**src/rtl/twiddle_fetch_sequencer.sv**
```systemverilog
// twiddle_fetch_sequencer
// Walks every butterfly of a radix-2 DIT transform in stage order. For each
// one it drives the shared twiddle ROM address, tags the returned real and
// imaginary words with stage and operand indices, and presents the result on
// a valid/ready stream through a 2-entry FIFO. It sustains one butterfly per
// cycle when the consumer does not stall.
//
// Build option: define TW_CONJ_EN to present the saturating negation of the
// imaginary twiddle, which conjugates inverse-FFT tables for forward use.
module twiddle_fetch_sequencer #(
  parameter int LOG2N = 5,
  parameter int DW    = 16,
  parameter int AW    = 5
) (
  input  logic             clk,
  input  logic             rst_n,
  input  logic             start,
  output logic             busy,
  output logic             done,
  output logic [AW-1:0]    rom_addr,
  input  logic [DW-1:0]    rom_data_re,
  input  logic [DW-1:0]    rom_data_im,
  output logic             out_valid,
  input  logic             out_ready,
  output logic [2:0]       out_stage,
  output logic [LOG2N-1:0] out_idx_a,
  output logic [LOG2N-1:0] out_idx_b,
  output logic [DW-1:0]    out_tw_re,
  output logic [DW-1:0]    out_tw_im
);

  localparam int N = 1 << LOG2N;

  typedef enum logic [1:0] {
    ST_IDLE,
    ST_RUN,
    ST_DRAIN
  } state_t;

  // Stage and operand indices that travel alongside a ROM read.
  typedef struct packed {
    logic [2:0]       stage;
    logic [LOG2N-1:0] idx_a;
    logic [LOG2N-1:0] idx_b;
  } tag_t;

  // One complete butterfly descriptor as held in the output FIFO.
  typedef struct packed {
    tag_t          tag;
    logic [DW-1:0] tw_re;
    logic [DW-1:0] tw_im;
  } desc_t;

  state_t           state_q, state_d;
  logic [2:0]       s_q, n_s;
  logic [LOG2N-1:0] g_q, n_g;
  logic [LOG2N-1:0] k_q, n_k;
  logic [LOG2N:0]   half_w, grp_w;
  logic [LOG2N-1:0] half_m1, grp_m1;
  tag_t             cur_tag;
  logic             last_bfly;
  logic             start_ok;
  logic             issue;
  logic             pop;
  logic [2:0]       occupancy;

  logic             infl_q;
  tag_t             tag_q;
  logic [1:0]       count_q;
  desc_t            ent0_q, ent1_q;
  desc_t            push_desc;
  logic [DW-1:0]    im_fix;

  // Packed stage tables start at 2^s - 1, so the entry for (s, k) is base + k.
  function automatic logic [AW-1:0] tw_addr(input logic [2:0] s, input logic [LOG2N-1:0] k);
    logic [LOG2N:0] h;
    h = (LOG2N+1)'(1) << s;
    return AW'(h - (LOG2N+1)'(1)) + AW'(k);
  endfunction

  // Loop bounds, operand indices and successor position for the current butterfly.
  always_comb begin
    // NOTE: every combinational output gets a default first so no path leaves it unassigned (no latch).
    half_w    = (LOG2N+1)'(1) << s_q;
    grp_w     = (LOG2N+1)'(N) >> (s_q + 3'd1);
    half_m1   = LOG2N'(half_w - (LOG2N+1)'(1));
    grp_m1    = LOG2N'(grp_w - (LOG2N+1)'(1));
    cur_tag.stage = s_q;
    cur_tag.idx_a = LOG2N'(({1'b0, g_q} << (s_q + 3'd1)) + {1'b0, k_q});
    cur_tag.idx_b = cur_tag.idx_a + LOG2N'(half_w);
    last_bfly = (s_q == 3'(LOG2N - 1)) && (g_q == grp_m1) && (k_q == half_m1);
    n_s       = s_q;
    n_g       = g_q;
    n_k       = k_q + 1'b1;
    if (k_q == half_m1) begin
      n_k = '0;
      n_g = g_q + 1'b1;
      if (g_q == grp_m1) begin
        n_g = '0;
        n_s = (s_q == 3'(LOG2N - 1)) ? 3'd0 : s_q + 3'd1;
      end
    end
  end

  // Issue gating: a slot freed by this cycle's pop can be reused immediately.
  always_comb begin
    pop       = out_valid && out_ready;
    occupancy = {1'b0, count_q} + {2'b00, infl_q} - {2'b00, pop};
    issue     = (state_q == ST_RUN) && (occupancy < 3'd2);
  end

  // Sequencer state register.
  always_ff @(posedge clk) begin
    // NOTE: clocked state uses non-blocking assignments so every flop samples pre-edge values.
    if (!rst_n) state_q <= ST_IDLE;
    else        state_q <= state_d;
  end

  // Next-state logic and the done pulse on the final handshake.
  always_comb begin
    state_d  = state_q;
    done     = 1'b0;
    start_ok = 1'b0;
    case (state_q)
      ST_IDLE: begin
        if (start) begin
          start_ok = 1'b1;
          state_d  = ST_RUN;
        end
      end
      ST_RUN: begin
        if (issue && last_bfly) state_d = ST_DRAIN;
      end
      ST_DRAIN: begin
        if (count_q == 2'd1 && !infl_q && pop) begin
          done    = 1'b1;
          state_d = ST_IDLE;
        end
      end
      default: state_d = ST_IDLE;
    endcase
  end

  assign busy = (state_q != ST_IDLE);

  // Butterfly position counters and ROM address; the address always points at
  // the butterfly that will issue next, and holds after the final issue.
  always_ff @(posedge clk) begin
    if (!rst_n) begin
      s_q      <= '0;
      g_q      <= '0;
      k_q      <= '0;
      rom_addr <= '0;
    end else if (start_ok) begin
      s_q      <= '0;
      g_q      <= '0;
      k_q      <= '0;
      rom_addr <= '0;
    end else if (issue) begin
      s_q <= n_s;
      g_q <= n_g;
      k_q <= n_k;
      if (!last_bfly) rom_addr <= tw_addr(n_s, n_k);
    end
  end

  // Tag delay register: lines the tags up with ROM data one cycle after issue.
  always_ff @(posedge clk) begin
    if (!rst_n) begin
      infl_q <= 1'b0;
      tag_q  <= '0;
    end else begin
      infl_q <= issue;
      if (issue) tag_q <= cur_tag;
    end
  end

`ifdef TW_CONJ_EN
  // Saturating negation: the most negative code has no positive twin.
  assign im_fix = (rom_data_im == {1'b1, {(DW-1){1'b0}}}) ? {1'b0, {(DW-1){1'b1}}}
                                                           : -rom_data_im;
`else
  assign im_fix = rom_data_im;
`endif

  assign push_desc = '{tag: tag_q, tw_re: rom_data_re, tw_im: im_fix};

  // Two-entry FIFO; entry 0 is always the head so a stalled head never moves.
  always_ff @(posedge clk) begin
    if (!rst_n) begin
      // NOTE: the FIFO entries are reset because they drive the outputs directly and must read 0 out of reset.
      count_q <= '0;
      ent0_q  <= '0;
      ent1_q  <= '0;
    end else begin
      case ({infl_q, pop})
        2'b10: begin
          if (count_q == 2'd0) ent0_q <= push_desc;
          else                 ent1_q <= push_desc;
          count_q <= count_q + 2'd1;
        end
        2'b01: begin
          ent0_q  <= ent1_q;
          count_q <= count_q - 2'd1;
        end
        2'b11: begin
          if (count_q == 2'd1) begin
            ent0_q <= push_desc;
          end else begin
            ent0_q <= ent1_q;
            ent1_q <= push_desc;
          end
        end
        default: ;
      endcase
    end
  end

  assign out_valid = (count_q != 2'd0);
  assign out_stage = ent0_q.tag.stage;
  assign out_idx_a = ent0_q.tag.idx_a;
  assign out_idx_b = ent0_q.tag.idx_b;
  assign out_tw_re = ent0_q.tw_re;
  assign out_tw_im = ent0_q.tw_im;

endmodule
```
**config.mk**
```make
export PLATFORM = sky130hd
export DESIGN_NAME = twiddle_fetch_sequencer
export DESIGN_NICKNAME = d
export VERILOG_FILES = /design/src/rtl/twiddle_fetch_sequencer.sv
export SDC_FILE = /design/constraint.sdc
export NUM_CORES = 1
export LEC_CHECK = 0
export CORE_UTILIZATION = 55
export CTS_CLUSTER_SIZE = 20
export DETAILED_ROUTE_END_ITERATION = 16
export PLACE_DENSITY = 0.81
export SYNTH_ARGS = -nofsm -noshare
export SYNTH_HDL_FRONTEND = slang
export SYNTH_SLANG_ARGS = --single-unit
export TNS_END_PERCENT = 10
```
**constraint.sdc**
```tcl
create_clock -name clk -period 7.2 [get_ports clk]
set_clock_uncertainty 0.1 [all_clocks]
set_input_delay 1.44 -clock clk [delete_from_list [all_inputs] [get_ports clk]]
set_output_delay 1.44 -clock clk [all_outputs]
set_load 0.005 [all_outputs]
```
Yosys cells after proc, flatten, opt, wreduce, memory -nomap -nowiden
Index checks and enable logic that the tools add are counted.
{ "totals": {"inputBits": 36, "register_bits": 126, "output_inout_bits": 53, "wordCells": 96} }
{ "classes": {"reduce_logical": 21, "n_addsub": 13, "n_eq_ne": 15, "n_bitwise": 2, "mux": 20, "n_lt_le_gt_ge": 1, "n_shift": 4} }
{ "ops": {"columns": ["cell", "n"], "rows": [
  ["2-to-1 mux 45 bit", 4],
  ["case mux 45 bit (3 select lines)", 1],
  ["case mux 45 bit (2 select lines)", 1],
  ["adder 5 bit", 3],
  ["subtractor 5 x 1 -> 5 bit, second input constant", 3],
  ["adder 5 x 1 -> 5 bit, second input constant", 2],
  ["== test 5 bit", 2],
  ["2-to-1 mux 5 bit", 2],
  ["!= test 2 bit, second input constant", 5],
  ["<< shifter 1 x 3 -> 5 bit, first input constant", 2],
  ["2-to-1 mux 3 bit", 3],
  ["nonzero test 2 bit", 4],
  ["logical AND 1 bit", 7],
  ["== test 2 x 1 -> 1 bit, second input constant", 3],
  ["== test 2 bit, second input constant", 3],
  ["2-to-1 mux 2 bit", 3],
  ["case mux 2 bit (3 select lines)", 1],
  ["AND reduction 2 bit", 3],
  ["AND reduction 3 bit", 2],
  [">> shifter 6 x 3 -> 5 bit, first input constant", 1],
  ["<< shifter 5 x 3 -> 5 bit", 1],
  ["logical NOT 2 bit", 2],
  ["2-to-1 mux 1 bit", 4],
  ["case mux 2 bit (2 select lines)", 1],
  ["12 further kinds", 13]
]} }

Longest topological paths before layout
Gate-level depths: netlist (run 1).
{ "logic_depth": {"word_depth": 9, "mapped_depth": 23, "mapped_depth_nobuf": 21} }

Worst setup path after synthesis (run 1)
Ideal clock, no wire load.
{ "synth_path": {"kind": "reg-to-reg", "start": "register s_q[1]", "end": "register rom_addr[4]", "setup_ns": 0.131, "path_slack_ns": 2.439, "stages_incl_launch_ff": 23, "arrival_ns": 4.530, "t_required_ns": 6.969, "synth_period_minus_slack_ns": 4.761, "cell_sequence": "dfxtp_1 ha_1 ha_1 buf_2 inv_1 nand2_1 ha_1 or4b_1 o221ai_1 xor2_1 nor3_4 nand2_4 a2111o_1 a21bo_1 ha_1 inv_1 ha_1 a21o_1 a21oi_1 xor2_1 and3_1 nor4_1 o22ai_1"} }
{ "synth_between": {"elab_chain_cells": 9, "elab_cells_between_ends": 19} }
{ "synth_rtl": {"columns": ["element", "line", "rtl"], "rows": [
  ["start, declared", "55", "logic [2:0] s_q, n_s;"],
  ["start signal, assigned", "160", "s_q <= n_s;"],
  ["adder 3 x 1 -> 3 bit", "85, 100", null],
  [">> shifter 6 x 3 -> 5 bit", "85", "grp_w = (LOG2N+1)'(N) >> (s_q + 3'd1);"],
  ["subtractor 5 x 1 -> 5 bit", "87", "grp_m1 = LOG2N'(grp_w - (LOG2N+1)'(1));"],
  ["== test 5 bit", "91, 98", null],
  ["2-to-1 mux 3 bit", "98", "if (g_q == grp_m1) begin"],
  ["2-to-1 mux 3 bit", "95", "if (k_q == half_m1) begin"],
  ["<< shifter 1 x 3 -> 5 bit", "77", "h = (LOG2N+1)'(1) << s;"],
  ["subtractor 5 x 1 -> 5 bit", "78", "return AW'(h - (LOG2N+1)'(1)) + AW'(k);"],
  ["adder 5 bit", "78", null],
  ["end signal, assigned", "163", "if (!last_bfly) rom_addr <= tw_addr(n_s, n_k);"],
  ["end, declared", "20", "output logic [AW-1:0] rom_addr,"]
]} }
Several ways; a longest one is shown, not always the timed one.
A chain may end at the register's enable or synchronous reset.

Final worst setup path (run 1)
{ "layout_path": {"start": "register s_q[0]", "end": "register rom_addr[4]"} }
Same word-level chain as after synthesis.

==> flow_metrics.py, run 1 <==
metrics = {
    "clock_network": {
        "cts_num_sinks": 126,
        "post_cts_buffers": 0,
        "cts_root_buffer": "clkbuf_16",
        "cts_tree": "done",
        "h-tree-depth": 4,
        "hold_buffers": 0,
        "cts_buffers": 17,
        "clkLatencyLatePin_ns": 0.42,
        "ctsLongestPathBuffers": 2,
        "cts.clk_slew.worst_paths_ns": 0.06,
        "ctsResizeCount": 0,
    },
    "sta": {
        "slew_headroom_pct": 13.4,
        "min_period_ns": 5.70,
        "worst-slew-pin-transition_ns": 1.30,
        "hold_slack_ns": 0.367,
        "rsz0062_at_grt": "no",
        "finalSetupTns_ns": 0,
        "period_share_pct": 79.2,
        "finalMaxSlewViolations": 0,
        "fin_ws_ns": 1.50,
        "hold_violations": 0,
        "clock.fmax_mhz": 175,
        "finalSetupViolCount": 0,
    },
    "placement": {
        "gp_congestion": 0.938,
        "io_buffer_count": 88,
        "dp.cells": 878,
        "hpwl_um": 9630,
        "pre_cts_slack_ns": 1.62,
    },
    "synthesis": {
        "synth_edf_count": 0,
        "synth_area_um2": 6400,
        "synth_cells": 695,
        "yosysWarnings": 0,
        "synth_nets": 766,
        "netlist_top_cells_area": "dfxtp_1, nand2_1, o211a_1",
        "synth-main-ff-cell": "dfxtp_1",
        "synth_top_cell_by_area": "dfxtp_1",
        "postSynthAreaPerCell_um2": 9.20,
        "synth_top_area_share_pct": 39.4,
        "synth_seq_cells": 126,
        "yosysSeqAreaShare_pct": 39.4,
        "synth_cell_types": 57,
        "async_flop_share_pct": 0,
    },
    "finish": {
        "diodes": 0,
        "drive_gt1_share_pct": 7.04,
        "final_common_cell": "nand2_1",
        "layout_common_cells": "nand2_1, dfxtp_1, clkdlybuf4s50_1",
        "syn2layout_area_growth_pct": 24.1,
        "layout.cells.non_filler": 910,
        "fin_nets": 825,
        "fillerInstances": 853,
    },
    "floorplan": {
        "rows": 39,
        "core-area_um2": 11400,
        "die_area_um2": 12100,
        "die_w_um": 110,
        "start_util_pct": 56.3,
        "ios": 89,
        "die_h_um": 110,
    },
    "status": {
        "outcome": "completed",
    },
    "power_and_ir_drop": {
        "powerDensity_nw_per_um2": 356,
        "power_mw": 2.83,
        "leakage_nw": 3.46,
        "ir_worst_vdd_mv": 0.280,
    },
    "routing": {
        "wl_met2_um": 7480,
        "top_layer_used": "met4",
        "initialDrtViolationCount": 424,
        "wirelength_um": 15400,
        "dr_total_vias": 5419,
        "ant_nets": 0,
        "drt_pass1_iterations": 8,
        "drt-met1-wl_um": 6780,
        "drc": 0,
        "wl_per_cell_um": 16.9,
        "wl_met3_um": 941,
        "viasPerCell": 5.95,
    },
    "grt": {
        "grt_max_degree": 112,
        "grt_antenna_before_repair": 0,
        "grt_pass1_wl_um": 25000,
        "grt.total_usage_pct": 26.8,
        "grt_overflow": 0,
        "first_global_vias": 5189,
    },
    "critical_path": {
        "cp.arrival_ns": 5.89,
        "required_ns": 7.39,
        "crit_path_end_kind": "flop",
        "cp_max_fo": 18,
        "cp-start-kind": "flop",
        "critPathKind": "reg2reg",
    },
    "job": {
        "cap_violations": 0,
    },
    "worst_hold_path": {
        "hold_class": "reg2reg",
    },
}
layer usage:
layer  track usage (%)  vias up
met4              10.3        0
met2              45.1      169
met1              33.3     2618
li1                  -     2612
met3              6.11       20
met5                 0        -
cells in the mapped netlist, drive strengths merged, types with 2 or more instances:
cell type,n
nand2,132
dfxtp,126
a21boi,54
clkbuf,48
o211a,48
a221o,45
ha,31
xnor2,24
inv,23
a21oi,20
nor2,17
nand3,14
nor3,10
o21ai,10
xor2,10
mux2i,8
a21o,7
and2,7
a211oi,6
buf,6
nand2b,6
fa,4
and3,3
nor2b,3
nor3b,3
o21a,3
or3,3
or4,3
a31oi,2
mux2,2
nor4,2
o22ai,2
o31ai,2
cell type report:
class                           instances  area (µm²)  area share (%)
Multi-Input combinational cell        492        3610            45.4
Sequential cell                       126        2520            31.8
Tap cell                              143         179            2.25
Clock inverter                         10         160            2.02
Clock buffer                           22         464            5.85
Timing Repair Buffer                   94         921            11.6
Inverter                               23        86.3            1.09
power by group:
part           internal, mW  total, mW  switching [mW]
registers             0.843      0.931          0.0882
clock network         0.597      0.905           0.308
logic                 0.475      0.993           0.519
logic make-up (layout without fill, tap and decap cells):
logic type	count (synthesis)	in the layout	synth area share [%]
compound gates	207	207	27.7
simple gates	206	206	14.6
flops	126	126	39.4
buf+inv	77	149	4.79
fa+ha+maj	35	35	7.31
xor+xnor	34	34	4.65
mux	10	10	1.60
worst max-delay path, cell delays in order (launching register included):
cell and delay [ns]:
dfxtp_1 0.74, ha_1 0.28, ha_1 0.39, inv_1 0.22, nand2_1 0.11, ha_1 0.21, or4b_1 0.44, o221ai_1 0.10
xor2_1 0.18, nor3_4 0.40, nand2_4 0.12, a2111o_1 0.42, a21bo_1 0.19, ha_1 0.21, inv_1 0.07, ha_1 0.23
a21o_1 0.18, a21oi_1 0.24, xnor2_1 0.18, a211oi_1 0.08, nor4_1 0.36, o22ai_1 0.14
registers in the layout, summed over array words and instances (netlist names), 2 cells and up:
signal / flops
state_q: 2
g_q: 5
ent1_q: 45
push_desc: 13
count_q: 2
out_idx_a: 5
out_tw_re: 16
k_q: 5
s_q: 3
rom_addr: 5
out_stage: 3
out_idx_b: 5
out_tw_im: 16
per-stage QoR:
stage,util (%),instance area (µm²)
CTS,69.8,7940
detailed placement,64.3,7320
global route,69.8,7940
finish,69.8,7940
floorplan,-,6400
global placement,64.3,7320
path summary, 6_finish.rpt:
check | start | end | slack (ns) | cells after the start
hold reg to reg | ent1_q[36]$_SDFFE_PN0P_ | ent1_q[36]$_SDFFE_PN0P_ | 0.37 | 2
hold / removal | ent1_q[36]$_SDFFE_PN0P_ | ent1_q[36]$_SDFFE_PN0P_ | 0.37 | 2
setup / recovery | s_q[0]$_SDFFE_PP0P_ | rom_addr[4]$_SDFFE_PP0P_ | 1.50 | 21
setup reg to reg | s_q[0]$_SDFFE_PP0P_ | rom_addr[4]$_SDFFE_PP0P_ | 1.50 | 21
(Power assumes the default switching activity.)
==> run 2, diff against run 1 <==
--- a/config.mk
+++ b/config.mk
@@ -5,10 +5,10 @@
 export SDC_FILE = /design/constraint.sdc
 export NUM_CORES = 1
 export LEC_CHECK = 0
-export CORE_UTILIZATION = 55
+export CORE_UTILIZATION = 50
 export CTS_CLUSTER_SIZE = 20
 export DETAILED_ROUTE_END_ITERATION = 16
-export PLACE_DENSITY = 0.81
+export PLACE_DENSITY = 0.78
 export SYNTH_ARGS = -nofsm -noshare
 export SYNTH_HDL_FRONTEND = slang
 export SYNTH_SLANG_ARGS = --single-unit
==> constraint.sdc (replaced) <==
create_clock -name clk -period 4.81 [get_ports clk]
set_clock_uncertainty 0.1 [all_clocks]
set_input_delay 0.962 -clock clk [delete_from_list [all_inputs] [get_ports clk]]
set_output_delay 0.962 -clock clk [all_outputs]
set_load 0.005 [all_outputs]
==> run 2 against run 1 <==
Net effect: final cell count increased by 5.2%; fmax increased by 24%; sequential power increased by 49%; flip-flop and latch count unchanged; highest routed layer unchanged; critical endpoint unchanged.
==> flow_metrics.py, run 2 (same netlist as run 1, synthesis figures left out) <==
metrics = {
    "status": {
        "outcome": "completed",
    },
    "sta": {
        "period_share_pct": 95.8,
        "clock.fmax_mhz": 217,
        "worst-slew-pin-transition_ns": 0.962,
        "hold_slack_ns": 0.364,
        "min_period_ns": 4.61,
        "finalSetupTns_ns": 0,
        "finalSetupViolCount": 0,
        "finalMaxSlewViolations": 0,
        "slew_headroom_pct": 35.9,
        "hold_violations": 0,
    },
    "finish": {
        "fin_nets": 847,
        "final_common_cell": "nand2_1",
        "fin_util_pct": 66.9,
        "largest_register": "ent1_q",
        "final_area_um2": 8200,
        "layout_common_cells": "nand2_1, dfxtp_1, clkdlybuf4s50_1",
        "largest_register_ff_count": 45,
        "diodes": 0,
        "fillerInstances": 956,
        "syn2layout_area_growth_pct": 28.2,
        "drive_gt1_share_pct": 11.0,
    },
    "floorplan": {
        "ios": 89,
        "core-area_um2": 12300,
        "start_util_pct": 52.2,
        "die_w_um": 115,
        "die_area_um2": 13300,
        "rows": 40,
        "die_h_um": 115,
    },
    "routing": {
        "drt_pass1_iterations": 4,
        "viasPerCell": 5.76,
        "dr_total_vias": 5515,
        "drc": 0,
        "wl_per_cell_um": 16.7,
        "ant_nets": 0,
        "wirelength_um": 16000,
        "initialDrtViolationCount": 419,
    },
    "critical_path": {
        "timing.rr.start": "s_q[1]$_SDFFE_PP0P_",
        "cp-start-kind": "flop",
        "cpMaxStageDelayCell": "a2111o_1",
        "cp.arrival_ns": 4.81,
        "cp_max_fo": 9,
        "crit_path_end_kind": "flop",
        "cpMostUsedCell": "ha_1",
        "critPathKind": "reg2reg",
        "startpoint": "s_q[1]$_SDFFE_PP0P_",
        "crit_chain": "buf_4 -> inv_1 -> ha_1 -> buf_4 -> nand2_1 -> ha_1 -> nor2b_2 -> xnor2_2 -> a211oi_2 -> o21a_4 -> nand2_4 -> a2111o_1 -> a21bo_1 -> ha_1 -> inv_1 -> ha_1 -> a21o_1 -> a21oi_2 -> xor2_1 -> and3_1 -> nor4_2 -> o22ai_1",
        "required_ns": 5.01,
        "cp_slowest_stage_delay_ns": 0.41,
    },
    "clock_network": {
        "cts.clk_slew.worst_paths_ns": 0.06,
        "clkLatencyLatePin_ns": 0.42,
        "ctsLongestPathBuffers": 2,
        "cts_tree": "done",
        "cts_root_buffer": "clkbuf_16",
        "h-tree-depth": 4,
        "cts_num_sinks": 126,
        "hold_buffers": 0,
        "cts_buffers": 17,
    },
    "worst_hold_path": {
        "hold_class": "reg2reg",
        "min_from": "ent1_q[14]$_SDFFE_PN0P_",
    },
    "placement": {
        "io_buffer_count": 88,
        "gp_congestion": 0.904,
        "placed_area_um2": 7500,
        "hpwl_um": 10600,
    },
    "grt": {
        "first_global_vias": 5377,
        "grt_busiest_layer": "met2",
        "grt_overflow": 0,
        "use_met3_pct": 5.43,
        "use_met2_pct": 42.6,
        "grt_pass1_wl_um": 26200,
        "grt_antenna_before_repair": 0,
        "gr-usage-met1_pct": 31.1,
        "grt_max_degree": 111,
        "grt.total_usage_pct": 25.3,
    },
    "power_and_ir_drop": {
        "power_mw": 4.30,
        "ir_worst_vdd_mv": 0.262,
        "powerDensity_nw_per_um2": 524,
        "leakage_nw": 3.60,
    },
    "job": {
        "cap_violations": 0,
    },
}
-- run 2: cell types whose count changed in the layout (fill, tap and decap cells not counted), moves of 2 or more --
cell	delta
buf_4	+22
ha_1	-2
nand2b_1	-2
nand2b_4	+2
-- run 2: layout make-up --
cell class | count | area (µm²) | share of cell area [%]
clock buffer | 22 | 474 | 5.78
clock inverter | 10 | 135 | 1.65
inverter | 23 | 86.3 | 1.05
multi-input combinational | 492 | 3690 | 45.0
sequential | 126 | 2520 | 30.8
tap | 168 | 210 | 2.56
timing repair buffer | 116 | 1090 | 13.2
-- run 2: stage by stage --
step | cells | setup slack [ns]
2_1_floorplan | 695 | 0.0492
3_3_place_gp | 922 | 0.137
5_1_grt | 957 | -0.0122
4_1_cts | 954 | 0.0431
3_5_place_dp | 922 | -0.0144
6_report | 957 | 0.200
-- run 2: worst paths after layout --
check | depth (start not counted) | to | slack, ns
hold reg to reg | 2 | ent1_q[14]$_SDFFE_PN0P_ | 0.36
setup / recovery | 22 | rom_addr[4]$_SDFFE_PP0P_ | 0.20
setup reg to reg | 22 | rom_addr[4]$_SDFFE_PP0P_ | 0.20
hold / removal | 2 | ent1_q[14]$_SDFFE_PN0P_ | 0.36
-- run 2: layer usage --
layer / wire length [µm] / part of all wire (%)
met4: 345 / 2.2
met3: 742 / 4.6
met1: 6970 / 44
met2: 7960 / 50
met5: 0 / 0
-- run 2: worst max-delay path, delay by kind of cell, from the launching register on --
family          cells  cell delay, ns
compound gates      7            1.58
flops               1            0.31
fa+ha+maj           4            0.89
buf+inv             4            0.54
xor+xnor            2            0.25
simple gates        5            0.80
-- run 2: power by group --
| group | internal (mW) | switching [mW] |
|---|---|---|
| sequential | 1.26 | 0.128 |
| clock | 0.854 | 0.469 |
| combinational | 0.775 | 0.810 |
| total | 2.89 | 1.41 |
-- run 2: what timing repair did --
action | CTS | global route
gates resized for setup | 1 | 11
pin swaps | 1 | 3
setup buffers | 0 | 3
endpoints found under the setup margin | 1 | 2
==> run 3, diff against run 2 <==
--- a/config.mk
+++ b/config.mk
@@ -5,10 +5,11 @@
 export SDC_FILE = /design/constraint.sdc
 export NUM_CORES = 1
 export LEC_CHECK = 0
-export CORE_UTILIZATION = 50
+export CORE_ASPECT_RATIO = 0.75
+export CORE_UTILIZATION = 55
 export CTS_CLUSTER_SIZE = 20
 export DETAILED_ROUTE_END_ITERATION = 16
-export PLACE_DENSITY = 0.78
+export PLACE_DENSITY = 0.81
 export SYNTH_ARGS = -nofsm -noshare
 export SYNTH_HDL_FRONTEND = slang
 export SYNTH_SLANG_ARGS = --single-unit
==> constraint.sdc (replaced) <==
create_clock -name clk -period 5 [get_ports clk]
set_clock_uncertainty 0.1 [all_clocks]
set_input_delay 1 -clock clk [delete_from_list [all_inputs] [get_ports clk]]
set_output_delay 1 -clock clk [all_outputs]
set_load 0.005 [all_outputs]
==> run 3 against run 2 <==
Net effect: setup slack improved by 0.030 ns; first-iteration DRC count did not move; total power fell by 1.7%; critical path type unchanged; non-clock buffer count shrank 10; combinational power decreased by 6%; largest cell class unchanged; fmax decreased by 3.4%; flip-flop and latch count stayed put.
==> flow_metrics.py, run 3 (same netlist as run 1, synthesis figures left out) <==
metrics = {
    "status": {
        "outcome": "completed",
    },
    "sta": {
        "clock.fmax_mhz": 210,
        "finalSetupViolCount": 0,
        "period_share_pct": 95.4,
        "min_period_ns": 4.77,
        "hold_slack_ns": 0.365,
        "slew_headroom_pct": 14.9,
        "worst-slew-pin-transition_ns": 1.27,
        "finalSetupTns_ns": 0,
        "rsz0062_at_grt": "no",
        "finalMaxSlewViolations": 0,
        "hold_violations": 0,
        "fin_ws_ns": 0.231,
    },
    "grt": {
        "grt_antenna_before_repair": 0,
        "grt_overflow": 0,
        "grt.total_usage_pct": 28.3,
        "first_global_vias": 5167,
        "grt_pass1_wl_um": 26300,
        "grt_max_degree": 111,
    },
    "critical_path": {
        "timing.rr.start": "s_q[0]$_SDFFE_PP0P_",
        "path_buf_inv": 2,
        "crit_path_end_kind": "flop",
        "cp-start-kind": "flop",
        "crit_chain": "ha_1 -> ha_4 -> nand2b_4 -> ha_2 -> or4b_1 -> o221ai_1 -> xor2_2 -> nor3_4 -> buf_4 -> a21oi_2 -> a41oi_2 -> a21bo_1 -> ha_1 -> inv_1 -> ha_1 -> a21o_1 -> a21oi_2 -> xnor2_1 -> and4_1 -> nor4_2 -> o22ai_1",
        "cp.arrival_ns": 4.95,
        "cp_slowest_stage_delay_ns": 0.43,
        "cpMaxStageDelayCell": "or4b_1",
        "critPathKind": "reg2reg",
        "cpMostUsedCell": "ha_1",
        "path_delay_family": "simple AND/OR/NAND/NOR gates",
        "cp_max_fo": 7,
        "startpoint": "s_q[0]$_SDFFE_PP0P_",
        "required_ns": 5.18,
    },
    "finish": {
        "fillerInstances": 800,
        "final_common_cell": "nand2_1",
        "syn2layout_area_growth_pct": 27.2,
        "fin_nets": 837,
        "layout_common_cells": "nand2_1, dfxtp_1, clkdlybuf4s50_1",
        "largest_register": "ent1_q",
        "largest_register_ff_count": 45,
        "diodes": 0,
        "drive_gt1_share_pct": 10.1,
    },
    "routing": {
        "initialDrtViolationCount": 419,
        "wirelength_um": 16600,
        "drc": 0,
        "wl_per_cell_um": 18.0,
        "dr_total_vias": 5526,
        "viasPerCell": 6.01,
        "ant_nets": 0,
        "drt_pass1_iterations": 5,
    },
    "clock_network": {
        "cts_buffers": 17,
        "cts.clk_slew.worst_paths_ns": 0.06,
        "hold_buffers": 0,
        "cts_root_buffer": "clkbuf_16",
        "ctsLongestPathBuffers": 2,
        "cts_num_sinks": 126,
        "h-tree-depth": 4,
        "cts_tree": "done",
        "clkLatencyLatePin_ns": 0.41,
    },
    "floorplan": {
        "core-area_um2": 11100,
        "die_w_um": 127,
        "ios": 89,
        "start_util_pct": 57.6,
        "rows": 33,
        "die_h_um": 95.4,
        "die_area_um2": 12100,
    },
    "job": {
        "cap_violations": 0,
    },
    "placement": {
        "gp_congestion": 0.881,
        "pre_cts_slack_ns": 0.0291,
        "io_buffer_count": 88,
        "hpwl_um": 10600,
    },
    "worst_hold_path": {
        "min_from": "ent1_q[33]$_SDFFE_PN0P_",
        "hold_class": "reg2reg",
    },
    "power_and_ir_drop": {
        "ir_worst_vdd_mv": 0.339,
        "leakage_nw": 3.57,
        "powerDensity_nw_per_um2": 519,
    },
}
-- run 3: changes by cell type in the layout (fill, tap and decap cells not counted), moves of 2 or more --
cell,previous run,this run
dfxtp_2,0,2
clkbuf_1,2,0
clkinv_2,4,1
bufinv_16,3,5
buf_4,28,18
dfxtp_1,126,124
-- run 3: what timing repair did --
item / 4_1_cts / 5_1_grt
hold endpoints to repair: 0 / 0
resized for setup: 0 / 12
buffers inserted: 0 / 3
endpoints found under the setup margin: 0 / 1
-- run 3: per-stage QoR --
stage               util, %  instances  total power, mW  area (µm²)
floorplan                 -        695             2.22        6400
global placement       66.5        884             2.77        7390
detailed placement     66.5        884             2.81        7390
CTS                    72.6        916             4.22        8060
global route           73.3        919             4.44        8140
finish                 73.3        919             4.23        8140
-- run 3: final cells by class --
class | instances | area, µm² | area share (%)
Sequential cell | 126 | 2520 | 31.0
Tap cell | 140 | 175 | 2.15
Multi-Input combinational cell | 492 | 3670 | 45.1
Timing Repair Buffer | 106 | 1010 | 12.4
Inverter | 23 | 86.3 | 1.06
Clock inverter | 12 | 205 | 2.52
Clock buffer | 20 | 467 | 5.74
-- run 3: final timing paths --
check | to | depth (start not counted) | slack (ns)
setup / recovery | rom_addr[4]$_SDFFE_PP0P_ | 21 | 0.23
hold / removal | ent1_q[33]$_SDFFE_PN0P_ | 2 | 0.36
setup reg to reg | rom_addr[4]$_SDFFE_PP0P_ | 21 | 0.23
hold reg to reg | ent1_q[33]$_SDFFE_PN0P_ | 2 | 0.36
-- run 3: worst min-delay path, delay by kind of cell, from the launching register on --
kind	cells	cell delay, ns
AO/OA/AOI/OAI	1	0.06
flip-flops	1	0.31
AND/OR/NAND/NOR	1	0.04
-- run 3: routing by layer --
layer  global-route usage (%)  up-vias  share of wire (%)  routed length, µm
li1                         -     2634                  -                  -
met1                     39.1     2735                 48               8000
met2                     44.9      147                 46               7690
met3                     6.23       10                4.6                769
met4                     7.23        0               0.63                105
met5                        0        -                  0                  0
-- run 3: power breakdown --
group,internal [mW],leakage [nW],switching [mW]
logic,0.713,2.22,0.775
clock network,0.929,0.323,0.466
registers,1.21,1.03,0.128
